File: src/rtl/demux_pkg.sv
// ---------------------------------------------------------------------------
// demux_pkg
// Shared types and constants for the 1:4 TDM demultiplexer.
//   state_t : receiver framing state (HUNT waits for a sync, COLLECT fills a frame)
//   NCH     : number of interleaved channels in one TDM frame
//   SLOT_W  : width of the slot index that selects a channel
// ---------------------------------------------------------------------------
package demux_pkg;

    typedef enum logic {
        HUNT,
        COLLECT
    } state_t;

    localparam int NCH    = 4;
    localparam int SLOT_W = 2;

endpackage

File: src/rtl/demux_1_4_tdm_if.sv
// ---------------------------------------------------------------------------
// demux_1_4_tdm_if
// Bundles the serial input side and the parallel output side of the TDM
// demultiplexer.
//   din, din_valid, frame_sync : serial beat stream (driven by the source)
//   y0..y3                     : last completed channel words
//   out_valid, frame_err       : one-cycle strobes
//   s1, s0                     : slot of the next expected beat
// Modports:
//   master : the stream source / observer of the demux outputs
//   slave  : the demultiplexer itself
// ---------------------------------------------------------------------------
interface demux_1_4_tdm_if #(
    parameter int WIDTH = 8
);

    logic             din;
    logic             din_valid;
    logic             frame_sync;
    logic [WIDTH-1:0] y0;
    logic [WIDTH-1:0] y1;
    logic [WIDTH-1:0] y2;
    logic [WIDTH-1:0] y3;
    logic             out_valid;
    logic             frame_err;
    logic             s1;
    logic             s0;

    modport master (
        output din, din_valid, frame_sync,
        input  y0, y1, y2, y3, out_valid, frame_err, s1, s0
    );

    modport slave (
        input  din, din_valid, frame_sync,
        output y0, y1, y2, y3, out_valid, frame_err, s1, s0
    );

endinterface

File: src/rtl/demux_1_4_tdm_slot_counter.sv
// ---------------------------------------------------------------------------
// tdm_slot_counter
// Tracks where the next beat lands inside a TDM frame.
//   clk, rst  : clock and asynchronous active-high reset
//   inc       : advance by one beat
//   clear     : return to slot 0 / bit 0; together with inc the current beat
//               counts as slot 0 / bit 0, so the counter lands on slot 1 / bit 0
//   slot      : channel of the next expected beat (mod 4)
//   bit_cnt   : bit position inside each channel word
//   last_beat : the next beat completes the frame (slot 3, last bit)
// ---------------------------------------------------------------------------
module tdm_slot_counter
    import demux_pkg::*;
#(
    parameter int WIDTH = 8,
    parameter int BIT_W = $clog2(WIDTH)
) (
    input  logic              clk,
    input  logic              rst,
    input  logic              inc,
    input  logic              clear,
    output logic [SLOT_W-1:0] slot,
    output logic [BIT_W-1:0]  bit_cnt,
    output logic              last_beat
);

    logic slot_wrap;
    logic bit_wrap;

    // The bit position only advances once all four channels have received
    // a beat; wrapping is explicit so non-power-of-two widths still work.
    assign slot_wrap = (slot == SLOT_W'(NCH - 1));
    assign bit_wrap  = (bit_cnt == BIT_W'(WIDTH - 1));
    assign last_beat = slot_wrap && bit_wrap;

    // Counter register. A clear with inc means "this beat starts a frame",
    // so the beat itself consumes slot 0 and the counter moves to slot 1.
    always_ff @(posedge clk or posedge rst) begin
        if (rst) begin
            slot    <= '0;
            bit_cnt <= '0;
        end else if (clear && inc) begin
            slot    <= SLOT_W'(1);
            bit_cnt <= '0;
        end else if (clear) begin
            slot    <= '0;
            bit_cnt <= '0;
        end else if (inc) begin
            slot <= slot + 1'b1;
            if (slot_wrap) begin
                bit_cnt <= bit_wrap ? '0 : bit_cnt + 1'b1;
            end
        end
    end

endmodule

File: src/rtl/demux_1_4_tdm.sv
// ---------------------------------------------------------------------------
// demux_1_4_tdm
// Receive end of a 4:1 TDM link. Rebuilds four WIDTH-bit channel words from
// a serial stream interleaved ch0,ch1,ch2,ch3,ch0,... (MSB first), aligned
// by a frame_sync marker on the first beat of every frame.
//   clk : clock, all state on the rising edge
//   rst : asynchronous active-high reset
//   bus : demux_1_4_tdm_if slave modport
//         din/din_valid/frame_sync in, y0..y3/out_valid/frame_err/s1/s0 out
// A completed frame appears on y0..y3 one clock after its last beat with a
// single-cycle out_valid. Alignment problems give a single-cycle frame_err.
// ---------------------------------------------------------------------------
module demux_1_4_tdm
    import demux_pkg::*;
#(
    parameter int WIDTH = 8
) (
    input  logic           clk,
    input  logic           rst,
    demux_1_4_tdm_if.slave bus
);

    localparam int BIT_W = $clog2(WIDTH);

    state_t            state;
    state_t            state_next;
    logic [SLOT_W-1:0] slot;
    logic [BIT_W-1:0]  bit_cnt;
    logic              last_beat;
    logic              at_start;

    logic              cnt_inc;
    logic              cnt_clear;
    logic              do_start;
    logic              do_shift;
    logic              do_done;
    logic              do_err;

    logic [WIDTH-1:0]  sr [NCH];
    logic [WIDTH-1:0]  sr_shifted;
    logic [WIDTH-1:0]  y_q [NCH];
    logic              out_valid_q;
    logic              frame_err_q;

    tdm_slot_counter #(
        .WIDTH (WIDTH),
        .BIT_W (BIT_W)
    ) u_slot_counter (
        .clk       (clk),
        .rst       (rst),
        .inc       (cnt_inc),
        .clear     (cnt_clear),
        .slot      (slot),
        .bit_cnt   (bit_cnt),
        .last_beat (last_beat)
    );

    // A frame may only begin where the counter expects slot 0 / bit 0.
    assign at_start   = (slot == '0) && (bit_cnt == '0);
    assign sr_shifted = {sr[slot][WIDTH-2:0], bus.din};

    // Framing state register.
    always_ff @(posedge clk or posedge rst) begin
        if (rst) begin
            state <= HUNT;
        end else begin
            state <= state_next;
        end
    end

    // Next-state logic. Only valid beats move the FSM; a beat that should
    // have carried a sync but did not sends us back to hunting.
    always_comb begin
        state_next = state;
        if (bus.din_valid) begin
            case (state)
                HUNT: begin
                    if (bus.frame_sync) begin
                        state_next = COLLECT;
                    end
                end
                COLLECT: begin
                    if (!bus.frame_sync && at_start) begin
                        state_next = HUNT;
                    end
                end
                default: state_next = HUNT;
            endcase
        end
    end

    // Control decode for the current beat. A sync that arrives anywhere but
    // slot 0 / bit 0 restarts the frame on this beat and flags an error; a
    // sync on the final beat of a frame is such an early sync, so the frame
    // is dropped rather than completed.
    always_comb begin
        cnt_inc   = 1'b0;
        cnt_clear = 1'b0;
        do_start  = 1'b0;
        do_shift  = 1'b0;
        do_done   = 1'b0;
        do_err    = 1'b0;
        if (bus.din_valid) begin
            case (state)
                HUNT: begin
                    if (bus.frame_sync) begin
                        do_start  = 1'b1;
                        cnt_clear = 1'b1;
                        cnt_inc   = 1'b1;
                    end
                end
                COLLECT: begin
                    if (bus.frame_sync && !at_start) begin
                        do_err    = 1'b1;
                        do_start  = 1'b1;
                        cnt_clear = 1'b1;
                        cnt_inc   = 1'b1;
                    end else if (!bus.frame_sync && at_start) begin
                        do_err    = 1'b1;
                        cnt_clear = 1'b1;
                    end else begin
                        do_shift  = 1'b1;
                        cnt_inc   = 1'b1;
                        do_done   = last_beat;
                    end
                end
                default: begin
                    cnt_clear = 1'b1;
                end
            endcase
        end
    end

    // Per-channel shift registers. Starting a frame clears leftovers from a
    // discarded partial frame and drops the first bit into channel 0.
    always_ff @(posedge clk or posedge rst) begin
        if (rst) begin
            for (int ch = 0; ch < NCH; ch++) begin
                sr[ch] <= '0;
            end
        end else if (do_start) begin
            for (int ch = 0; ch < NCH; ch++) begin
                sr[ch] <= (ch == 0) ? {{(WIDTH-1){1'b0}}, bus.din} : '0;
            end
        end else if (do_shift) begin
            sr[slot] <= sr_shifted;
        end
    end

    // Output words and strobes. The final beat belongs to channel 3, so its
    // word is taken from the shifted value rather than the stale register.
    always_ff @(posedge clk or posedge rst) begin
        if (rst) begin
            for (int ch = 0; ch < NCH; ch++) begin
                y_q[ch] <= '0;
            end
            out_valid_q <= 1'b0;
            frame_err_q <= 1'b0;
        end else begin
            out_valid_q <= do_done;
            frame_err_q <= do_err;
            if (do_done) begin
                for (int ch = 0; ch < NCH; ch++) begin
                    y_q[ch] <= (SLOT_W'(ch) == slot) ? sr_shifted : sr[ch];
                end
            end
        end
    end

    assign bus.y0        = y_q[0];
    assign bus.y1        = y_q[1];
    assign bus.y2        = y_q[2];
    assign bus.y3        = y_q[3];
    assign bus.out_valid = out_valid_q;
    assign bus.frame_err = frame_err_q;
    assign bus.s1        = slot[1];
    assign bus.s0        = slot[0];

endmodule

File: src/flat_wrapper.sv
// flat-port wrapper written by rule: the top's interface ports become plain ports
module demux_1_4_tdm_flat import demux_pkg::*;
#(
    parameter int WIDTH = 8
)
  (clk, rst, bus_din, bus_din_valid, bus_frame_sync, bus_y0, bus_y1, bus_y2, bus_y3, bus_out_valid, bus_frame_err, bus_s1, bus_s0);
  demux_1_4_tdm_if #(.WIDTH(WIDTH)) bus_i ();
  input  logic clk;
  input  logic rst;
  input wire logic [$bits(bus_i.din)-1:0] bus_din;
  input wire logic [$bits(bus_i.din_valid)-1:0] bus_din_valid;
  input wire logic [$bits(bus_i.frame_sync)-1:0] bus_frame_sync;
  output wire logic [$bits(bus_i.y0)-1:0] bus_y0;
  output wire logic [$bits(bus_i.y1)-1:0] bus_y1;
  output wire logic [$bits(bus_i.y2)-1:0] bus_y2;
  output wire logic [$bits(bus_i.y3)-1:0] bus_y3;
  output wire logic [$bits(bus_i.out_valid)-1:0] bus_out_valid;
  output wire logic [$bits(bus_i.frame_err)-1:0] bus_frame_err;
  output wire logic [$bits(bus_i.s1)-1:0] bus_s1;
  output wire logic [$bits(bus_i.s0)-1:0] bus_s0;
  assign bus_i.din = bus_din;
  assign bus_i.din_valid = bus_din_valid;
  assign bus_i.frame_sync = bus_frame_sync;
  assign bus_y0 = bus_i.y0;
  assign bus_y1 = bus_i.y1;
  assign bus_y2 = bus_i.y2;
  assign bus_y3 = bus_i.y3;
  assign bus_out_valid = bus_i.out_valid;
  assign bus_frame_err = bus_i.frame_err;
  assign bus_s1 = bus_i.s1;
  assign bus_s0 = bus_i.s0;
  demux_1_4_tdm #(.WIDTH(WIDTH)) u_core (.clk(clk), .rst(rst), .bus(bus_i));
endmodule
File: config.mk
export PLATFORM = sky130hd
export DESIGN_NAME = demux_1_4_tdm_flat
export DESIGN_NICKNAME = d
export VERILOG_FILES = /design/src/rtl/demux_pkg.sv /design/src/rtl/demux_1_4_tdm_if.sv /design/src/rtl/demux_1_4_tdm_slot_counter.sv /design/src/rtl/demux_1_4_tdm.sv /design/src/flat_wrapper.sv
export SDC_FILE = /design/constraint.sdc
export NUM_CORES = 1
export LEC_CHECK = 0
export CAP_MARGIN = 0
export CORE_MARGIN = 10
export CORE_UTILIZATION = 50
export DETAILED_ROUTE_END_ITERATION = 7
export HOLD_SLACK_MARGIN = 0.12
export PLACE_DENSITY_LB_ADDON = 0.1
export SYNTH_ARGS = -nofsm -noshare
export SYNTH_HDL_FRONTEND = slang
export SYNTH_SLANG_ARGS = --single-unit
File: constraint.sdc
create_clock -name clk -period 3.1 [get_ports clk]
set_clock_uncertainty 0.2 [all_clocks]
set_input_delay 0.62 -clock clk [delete_from_list [all_inputs] [get_ports clk]]
set_output_delay 0.62 -clock clk [all_outputs]
set_load 0.005 [all_outputs]
# == Word-level counts from Yosys, hierarchy flattened ==
# Cells that the tools add are included.
# word_totals
inputBits,5
output_inout_bits,36
reg_bits,72
wordCells,80
# op_classes
mux,42
n_addsub,2
eq_ne,5
n_bitwise,2
n_reduce_logical,14
order_cmp,2
# op_table
cell,n
32-bit two-way mux,2
8-bit two-way mux,5
32-bit bitwise mux,1
1-bit two-way mux,18
8-bit binary-select mux with 2-bit select,1
8-bit demux with 2-bit select,1
3-bit two-way mux,5
7-bit two-way mux,2
1-bit one-hot mux with 2 select lines,4
1-bit logical AND,6
2-bit two-way mux,3
3-bit nonzero test,2
2-bit == test (first input constant),2
3-bit by 1-bit adder with 3-bit output (second input constant),1
3-bit == test (second input constant),1
3-bit greater-or-equal comparator (second input constant),1
3-bit logical NOT,1
3-bit by 1-bit < comparator with 1-bit output (second input constant),1
2-bit inverter with 3-bit output,1
2-bit by 1-bit adder with 2-bit output (second input constant),1
1-bit by 2-bit == test with 1-bit output (first input constant),1
2-bit == test (second input constant),1
1-bit logical NOT,2
2-bit logical NOT,1
3 further kinds,3

# == Logic depth before layout (Yosys ltp) ==
# Gate-level depths: netlist (run 1).
# logic_depth
depth_word,10
depth_mapped,12

# == Hierarchy ==
# A second synthesis (run 1) with hierarchy kept.
# unflattened
cells_unflattened,301
area_unflattened_um2,3500.9
# by_module_without_submodules
mod,cells_each,area_per_inst_um2,instances
demux_1_4_tdm,277,3221.8,1
tdm_slot_counter,24,279.0,1

# == Least setup slack after synthesis (run 1) ==
# Ideal clock, no wire load.
# synth_timing
kind,register -> register
startpoint,register u_core.u_slot_counter.slot[0]
endpoint,register u_core.y_q (netlist bit u_core.bus.y2[0])
stages_incl_launch_ff,12
path_buffers,3
arrival_ns,2.556
setup_ns,0.125
path_slack_ns,0.219
path_cell_list,dfrtp_1 > buf_6 > inv_1 > ha_1 > buf_6 > nand2_1 > or2_2 > ha_1 > nand3b_1 > nor3_4 > buf_4 > mux2_2
# synth_between
elab_chain_cells,7
elab_cells_between_ends,13
classes_between,eq/ne: 2; mux: 5; reduce/logical: 6
# synth_lines
item,line_no,rtl
"start, declared",demux_1_4_tdm_slot_counter.sv:22,"output logic [SLOT_W-1:0] slot,"
"start signal, assigned",demux_1_4_tdm_slot_counter.sv:49,slot <= slot + 1'b1;
2-bit logical NOT,demux_1_4_tdm.sv:59,assign at_start = (slot == '0) && (bit_cnt == '0);
1-bit logical AND,demux_1_4_tdm.sv:59,
1-bit logical AND / 1-bit logical NOT (equally long branches),"demux_1_4_tdm.sv:118, demux_1_4_tdm.sv:113",
1-bit two-way mux / 1-bit logical AND (equally long branches),"demux_1_4_tdm.sv:118, demux_1_4_tdm.sv:113",
1-bit two-way mux *,demux_1_4_tdm.sv:113,if (bus.frame_sync && !at_start) begin
1-bit two-way mux *,demux_1_4_tdm.sv:104,case (state)
1-bit two-way mux *,demux_1_4_tdm.sv:103,if (bus.din_valid) begin
net u_core.do_done,demux_1_4_tdm.sv:36,logic do_done;
"end signal, assigned by index",demux_1_4_tdm.sv:164,y_q[ch] <= (SLOT_W'(ch) == slot) ? sr_shifted : sr[ch];
"end, declared",demux_1_4_tdm.sv:41,logic [WIDTH-1:0] y_q [NCH];
# The timed path passes the listed nets; every way through them passes the cells marked *.
# A chain may end at the register's enable or synchronous reset.

# == Final worst setup path (run 1) ==
# layout_timing
startpoint,register u_core.u_slot_counter.slot[0]
endpoint,register u_core.y_q (netlist bit u_core.bus.y3[3])
# layout_between
elab_chain_cells,7
elab_cells_between_ends,17
classes_between,eq/ne: 2; mux: 8; bitwise: 1; reduce/logical: 6
# layout_lines
item,line_no
2-bit logical NOT,demux_1_4_tdm.sv:59
1-bit logical AND,demux_1_4_tdm.sv:59
1-bit logical AND / 1-bit logical NOT (equally long branches),"demux_1_4_tdm.sv:118, demux_1_4_tdm.sv:113"
1-bit two-way mux / 1-bit logical AND (equally long branches),"demux_1_4_tdm.sv:118, demux_1_4_tdm.sv:113"
1-bit two-way mux,demux_1_4_tdm.sv:113
1-bit two-way mux,demux_1_4_tdm.sv:104
1-bit two-way mux,demux_1_4_tdm.sv:103
# Parallel ways exist; a longest one is shown, timed or not. The select of a mux whose other input is x is not followed.

==> results of run 1 <==
[cell usage after synthesis]
cell type	number	area [um2]
a21bo_2	1	10.0
a21boi_0	1	7.51
a21o_1	4	30.0
a21oi_1	6	30.0
a22o_1	10	87.6
a22o_2	20	200
a311oi_1	1	8.76
a31oi_1	2	12.5
and4_1	2	17.5
buf_1	1	3.75
buf_4	3	22.5
buf_6	5	56.3
clkbuf_1	4	15.0
dfrtp_1	71	1780
ha_1	10	125
inv_1	7	26.3
mux2_1	2	22.5
mux2_2	35	394
mux2_4	21	315
mux4_2	7	158
nand2_1	7	26.3
nand2b_1	1	6.26
nand3_1	2	10.0
nand3b_1	2	15.0
nand4b_1	1	8.76
nor2_1	4	15.0
nor2b_1	1	6.26
nor3_4	1	16.3
o21a_1	1	7.51
o21ai_0	3	15.0
o21ai_1	1	5.00
o22ai_1	1	6.26
or2_2	1	6.26
or4_1	1	7.51
[cells in the final DEF (no fill, tap or decap), types with 2 or more instances in the layout]
| cell | n |
|---|---|
| dfrtp_1 | 71 |
| clkdlybuf4s50_1 | 40 |
| mux2_2 | 35 |
| mux2_4 | 21 |
| a22o_2 | 20 |
| a22o_1 | 10 |
| ha_1 | 10 |
| clkbuf_8 | 9 |
| nand2_1 | 7 |
| mux4_2 | 7 |
| a21oi_1 | 6 |
| inv_1 | 6 |
| buf_4 | 6 |
| a21o_1 | 4 |
| nor2_1 | 4 |
| o21ai_0 | 3 |
| buf_12 | 3 |
| nand3b_1 | 2 |
| and4_1 | 2 |
| nand3_1 | 2 |
| a31oi_1 | 2 |
| mux2_1 | 2 |
| clkinvlp_4 | 2 |
| inv_6 | 2 |
[logic make-up after synthesis]
family | synth area share, %
simple gates | 3.89
flops | 51.2
fa+ha+maj | 3.60
buf+inv | 3.57
compound gates | 12.1
mux | 25.6
[power breakdown]
| part | internal, mW | switching, mW | total, mW | leakage, nW |
|---|---|---|---|---|
| logic | 0.306 | 0.417 | 0.722 | 0.869 |
| registers | 0.984 | 0.0547 | 1.04 | 0.979 |
| clock network | 0.376 | 0.364 | 0.741 | 0.0933 |
[flip-flops by register name (all words and copies together), names as in the netlist, 2 cells and up]
name / count
u_core.sr: 31
u_core.bus.y0: 8
u_core.bus.y1: 8
u_core.bus.y2: 8
u_core.bus.y3: 8
u_core.u_slot_counter.bit_cnt: 3
u_core.u_slot_counter.slot: 2
[metal layers]
| layer | track usage, % | vias to the layer above | share of wire (%) |
|---|---|---|---|
| met4 | 4.49 | 0 | 0.26 |
| met5 | 0 | - | 0 |
| li1 | - | 994 | - |
| met1 | 21.3 | 1089 | 50 |
| met2 | 19.2 | 57 | 43 |
| met3 | 4.25 | 2 | 6.0 |
[area by class of cell]
class	instances	area [um2]
fillers	542	2580
flip-flops and latches	71	1780
multi-input cells	149	1570
repair buffers	49	505
clock buffers	10	128
well taps	80	100
clock inverters	6	67.6
inverters	7	26.3
[stage by stage]
stage	hold slack (ns)	setup WS, ns	instances
2_1_floorplan	0.268	0.219	240
3_3_place_gp	0.275	0.304	356
3_5_place_dp	0.275	0.282	356
4_1_cts	0.292	0.442	372
5_1_grt	0.306	0.284	372
6_report	0.291	0.458	372
[worst max-delay path, stage by stage, from the launching register on]
cell      delay (ns)
dfrtp_1         0.38
inv_1           0.10
ha_1            0.18
nand2_1         0.05
or2_2           0.28
ha_1            0.20
nand3b_1        0.25
nor3_4          0.32
buf_12          0.21
mux2_2          0.34
[final timing paths]
check                                                    to  slack (ns)
max in group asynchronous  u_core.u_slot_counter.bit_cnt[2]        1.92
max                                        u_core.bus.y3[3]        0.46
min in group asynchronous     u_core.u_slot_counter.slot[0]        0.46
min                                        u_core.bus.y3[0]        0.29
min reg2reg                                u_core.bus.y3[0]        0.29
max reg2reg                                u_core.bus.y3[3]        0.46
==> results.sh, run 1 <==
export IMPL_grt_total_usage_pct=14.3
export IMPL_die_area_mm2=0.0107
export IMPL_root_buffer="clkbuf_8"
export IMPL_path_clk_slew_ns=0.08
export IMPL_cp_startpoint="u_core.u_slot_counter.slot[0]"
export IMPL_viasPerCell=5.76
export IMPL_cts_hold_buffers=0
export IMPL_cts_resized=0
export IMPL_num_vias=2142
export IMPL_nets=302
export IMPL_critical_path_required_ns=3.13
export IMPL_slew_viol_final=0
export IMPL_fin_crit_sh_pct=85.2
export IMPL_cts_buffer_depth=2
export IMPL_tns_ns=0
export IMPL_start_util_pct=51.4
export IMPL_rows=30
export IMPL_antenna_found_initial=0
export IMPL_io_buffers=40
export IMPL_power_leakage_nw=1.94
export IMPL_ys_ff_latch=71
export IMPL_die_width_um=103
export IMPL_hold_viol_final=0
export IMPL_powerDensity_mw_per_mm2=599
export IMPL_design_power_total_mw=2.50
export IMPL_ys_types=34
export IMPL_first_global_vias=2105
export IMPL_clkLatencyLatePin_ns=0.34
export IMPL_drt_total_wl_um=7310
export IMPL_syn_to_final_growth_pct=20.3
export IMPL_r2r_cells=9
export IMPL_worstSetupStartpointType="register"
export IMPL_hpwl_um=4740
export IMPL_outcome="complete, no violations"
export IMPL_antenna_left=0
export IMPL_grt_overflow=0
export IMPL_hold_path_class="register to register"
export IMPL_core_area_mm2=0.00676
export IMPL_whs_path_depth=1
export IMPL_finalCriticalPeriod_ns=2.64
export IMPL_cts_sinks=71
export IMPL_path_class="register to register"
export IMPL_placed_cell_area_mm2=0.00398
export IMPL_grt_max_degree=72
export IMPL_synth_avg_cell_area_um2=14.5
export IMPL_drcViolationCount=0
export IMPL_cts_made_buffers=9
export IMPL_worst_slew_pin_slew_ns=0.572
export IMPL_io_pins=41
export IMPL_grt_first_pass_wirelength_um=11600
export IMPL_finish_utilization_pct=61.8
export IMPL_crit_path_end_kind="register"
export IMPL_cts_tree="done"
export IMPL_maxCapViolCount=0
export IMPL_wire_per_inst_um=19.7
export IMPL_crit_arrival_ns=2.67
export IMPL_firstDrtPassIters=4
export IMPL_syn_area_mm2=0.00347
export IMPL_ys_seq_area_share_pct=51.2
export IMPL_critPathMaxFanout=17
export IMPL_n_antenna_cell=0
export IMPL_first_iter_violations=140
export IMPL_drive_gt1_share_pct=38.0
export IMPL_relSlewSlack_pct=61.9
export IMPL_ys_warn_count=0
export IMPL_die_h_um=103
export IMPL_rsz0062_at_grt="no"
export IMPL_htreeDepth=3
export IMPL_post_cts_buffers=0
export IMPL_fmax_mhz=378
export IMPL_worstReg2RegStart="u_core.u_slot_counter.slot[0]"
export IMPL_syn_nets=255
export IMPL_gp_congestion=0.816
export IMPL_ir_worst_vdd_mv=0.267
export IMPL_min_from="u_core.bus.y3[0]"
export IMPL_finalSetupViolations=0
export IMPL_synth_cells=240
export IMPL_design_area_mm2=0.00417
Power figures use the tool's default switching activity.
==> run 2: changes to the inputs <==
CORE_MARGIN = 2   (was 10)
==> run 2 against run 1 <==
Effect of this change:
- die area decreased by 29%
- design area decreased by 0.48%
- clock power increased by 3.0%
- sequential power about the same
- sequential share of layout area increased by 0.21 points
- via count increased by 1.5%
- maximum frequency decreased by 3.6%
==> results.sh, run 2 (synthesis results as in run 1) <==
export IMPL_fin_crit_sh_pct=88.4
export IMPL_largest_register_ffs=31
export IMPL_die_h_um=87.3
export IMPL_num_vias=2175
export IMPL_worstPathCellList="inv_1 > ha_1 > nand2_1 > or2_2 > ha_1 > nand3b_1 > nor3_4 > buf_4 > mux2_2"
export IMPL_finalSetupViolations=0
export IMPL_power_leakage_nw=1.94
export IMPL_crit_arrival_ns=2.78
export IMPL_rows=30
export IMPL_relSlewSlack_pct=52.8
export IMPL_fmax_mhz=365
export IMPL_dr_wl_met2_um=3200
export IMPL_first_global_vias=2236
export IMPL_r2r_slack_ns=0.36
export IMPL_cts_tree="done"
export IMPL_hold_end="u_core.bus.y3[0]"
export IMPL_slowest_stage="dfrtp_1"
export IMPL_core_area_mm2=0.00676
export IMPL_slew_viol_final=0
export IMPL_worstSetupStartpointType="register"
export IMPL_whs_path_depth=1
export IMPL_drcViolationCount=0
export IMPL_path_class="register to register"
export IMPL_io_buffers=40
export IMPL_root_buffer="clkbuf_8"
export IMPL_min_from="u_core.bus.y3[0]"
export IMPL_r2r_cells=9
export IMPL_clkLatencyLatePin_ns=0.35
export IMPL_grt_overflow=0
export IMPL_rsz0062_at_grt="no"
export IMPL_first_iter_violations=79
export IMPL_regMostFlops="u_core.sr"
export IMPL_post_cts_buffers=0
export IMPL_powerDensity_mw_per_mm2=606
export IMPL_path_clk_slew_ns=0.08
export IMPL_antenna_left=0
export IMPL_wirelength_met1_um=3540
export IMPL_hpwl_um=4540
export IMPL_hold_viol_final=0
export IMPL_worst_slew_pin_slew_ns=0.704
export IMPL_drt_total_wl_um=7180
export IMPL_r2r_end="u_core.bus.y3[4]"
export IMPL_grt_first_pass_wirelength_um=12100
export IMPL_n_antenna_cell=0
export IMPL_setup_slack_ns=0.360
export IMPL_cts_made_buffers=9
export IMPL_crit_path_end_kind="register"
export IMPL_tns_ns=0
export IMPL_maxCapViolCount=0
export IMPL_grt_max_degree=72
export IMPL_wire_per_inst_um=19.4
export IMPL_die_area_mm2=0.00762
export IMPL_final_cell_mix="dfrtp_1, clkdlybuf4s50_1, mux2_2"
export IMPL_n_fill_cell=528
export IMPL_worstReg2RegStart="u_core.u_slot_counter.slot[0]"
export IMPL_hold_path_class="register to register"
export IMPL_firstDrtPassIters=4
export IMPL_outcome="complete, no violations"
export IMPL_htreeDepth=3
export IMPL_antenna_found_initial=0
export IMPL_drive_gt1_share_pct=38.1
export IMPL_crit_top_cell="ha_1"
export IMPL_ir_worst_vdd_mv=0.417
export IMPL_critical_path_required_ns=3.14
export IMPL_die_width_um=87.3
export IMPL_start_util_pct=51.4
export IMPL_grt_total_usage_pct=21.3
export IMPL_finalCriticalPeriod_ns=2.74
export IMPL_final_common_cell="dfrtp_1"
export IMPL_gp_congestion=0.756
export IMPL_io_pins=41
export IMPL_critPathMaxFanout=20
export IMPL_cts_buffer_depth=2
export IMPL_finish_utilization_pct=61.5
export IMPL_cts_resized=0
export IMPL_placed_cell_area_mm2=0.00395
export IMPL_hold_worst_slack_ns=0.297
export IMPL_syn_to_final_growth_pct=19.7
export IMPL_nets=301
export IMPL_wl_met3_um=327
export IMPL_design_area_mm2=0.00415
export IMPL_viasPerCell=5.86
export IMPL_top_layer_used="met4"
export IMPL_post_place_ws_ns=0.182
export IMPL_cts_sinks=71
export IMPL_cts_hold_buffers=0
export IMPL_slowest_delay_ns=0.38
-- run 2: changes by cell type in the layout (fill, tap and decap cells not counted), sizes merged --
| cell | previous run | this run |
|---|---|---|
| inv | 9 | 7 |
| clkinvlp | 2 | 0 |
| clkinv | 1 | 5 |
| buf | 9 | 8 |
-- run 2: how the worst max path moves through the flow --
stage / startpoint / end / slack [ns] / cells past startpoint
final: u_core.u_slot_counter.slot[0] / u_core.bus.y3[4] / 0.36 / 9
after global routing: u_core.u_slot_counter.slot[0] / u_core.bus.y3[5] / 0.22 / 9
after global placement: bus_frame_sync / u_core.bus.y3[4] / 0.26 / 6
after CTS: u_core.u_slot_counter.slot[0] / u_core.bus.y3[4] / 0.35 / 9
after floorplan: u_core.u_slot_counter.slot[0] / u_core.bus.y2[0] / 0.22 / 11
after detailed placement: bus_frame_sync / u_core.bus.y3[4] / 0.18 / 6
-- run 2: worst max-delay path, delay by kind of cell, from the launching register on --
kind	cells	cell delay, ns
mux	1	0.38
fa+ha+maj	2	0.39
buf+inv	2	0.45
flops	1	0.38
simple gates	4	0.83
-- run 2: layer usage --
| metal | up-vias | global-route usage, % |
|---|---|---|
| met5 | - | 0 |
| met4 | 0 | 7.13 |
| met3 | 10 | 5.88 |
| met2 | 50 | 30.0 |
| met1 | 1128 | 31.6 |
| li1 | 987 | - |
-- run 2: per-stage QoR --
stage          cells  power, mW
3_5_place_dp     355       1.78
5_1_grt          371       2.67
6_report         371       2.52
3_3_place_gp     355       1.77
2_1_floorplan    240       1.59
4_1_cts          371       2.54
-- run 2: where the power goes --
group          leakage (nW)  total [mW]  switching (mW)  internal (mW)
Clock                 0.106       0.763           0.366          0.398
Combinational         0.859       0.715           0.412          0.302
Sequential            0.979        1.04          0.0555          0.985
-- run 2: layout make-up --
type	instances	area, um2	area share [%]
inverters	7	26.3	0.633
well taps	80	100	2.41
multi-input cells	149	1570	37.8
repair buffers	48	473	11.4
flip-flops and latches	71	1780	42.8
clock inverters	6	70.1	1.69
clock buffers	10	138	3.31
==> run 3: changes to the inputs <==
CTS_CLUSTER_DIAMETER = 40   (was not set)
HOLD_SLACK_MARGIN = 0.02   (was 0.12)
==> results of run 3 <==
No change in the layout: final DEF, timing and power equal those of run 2.
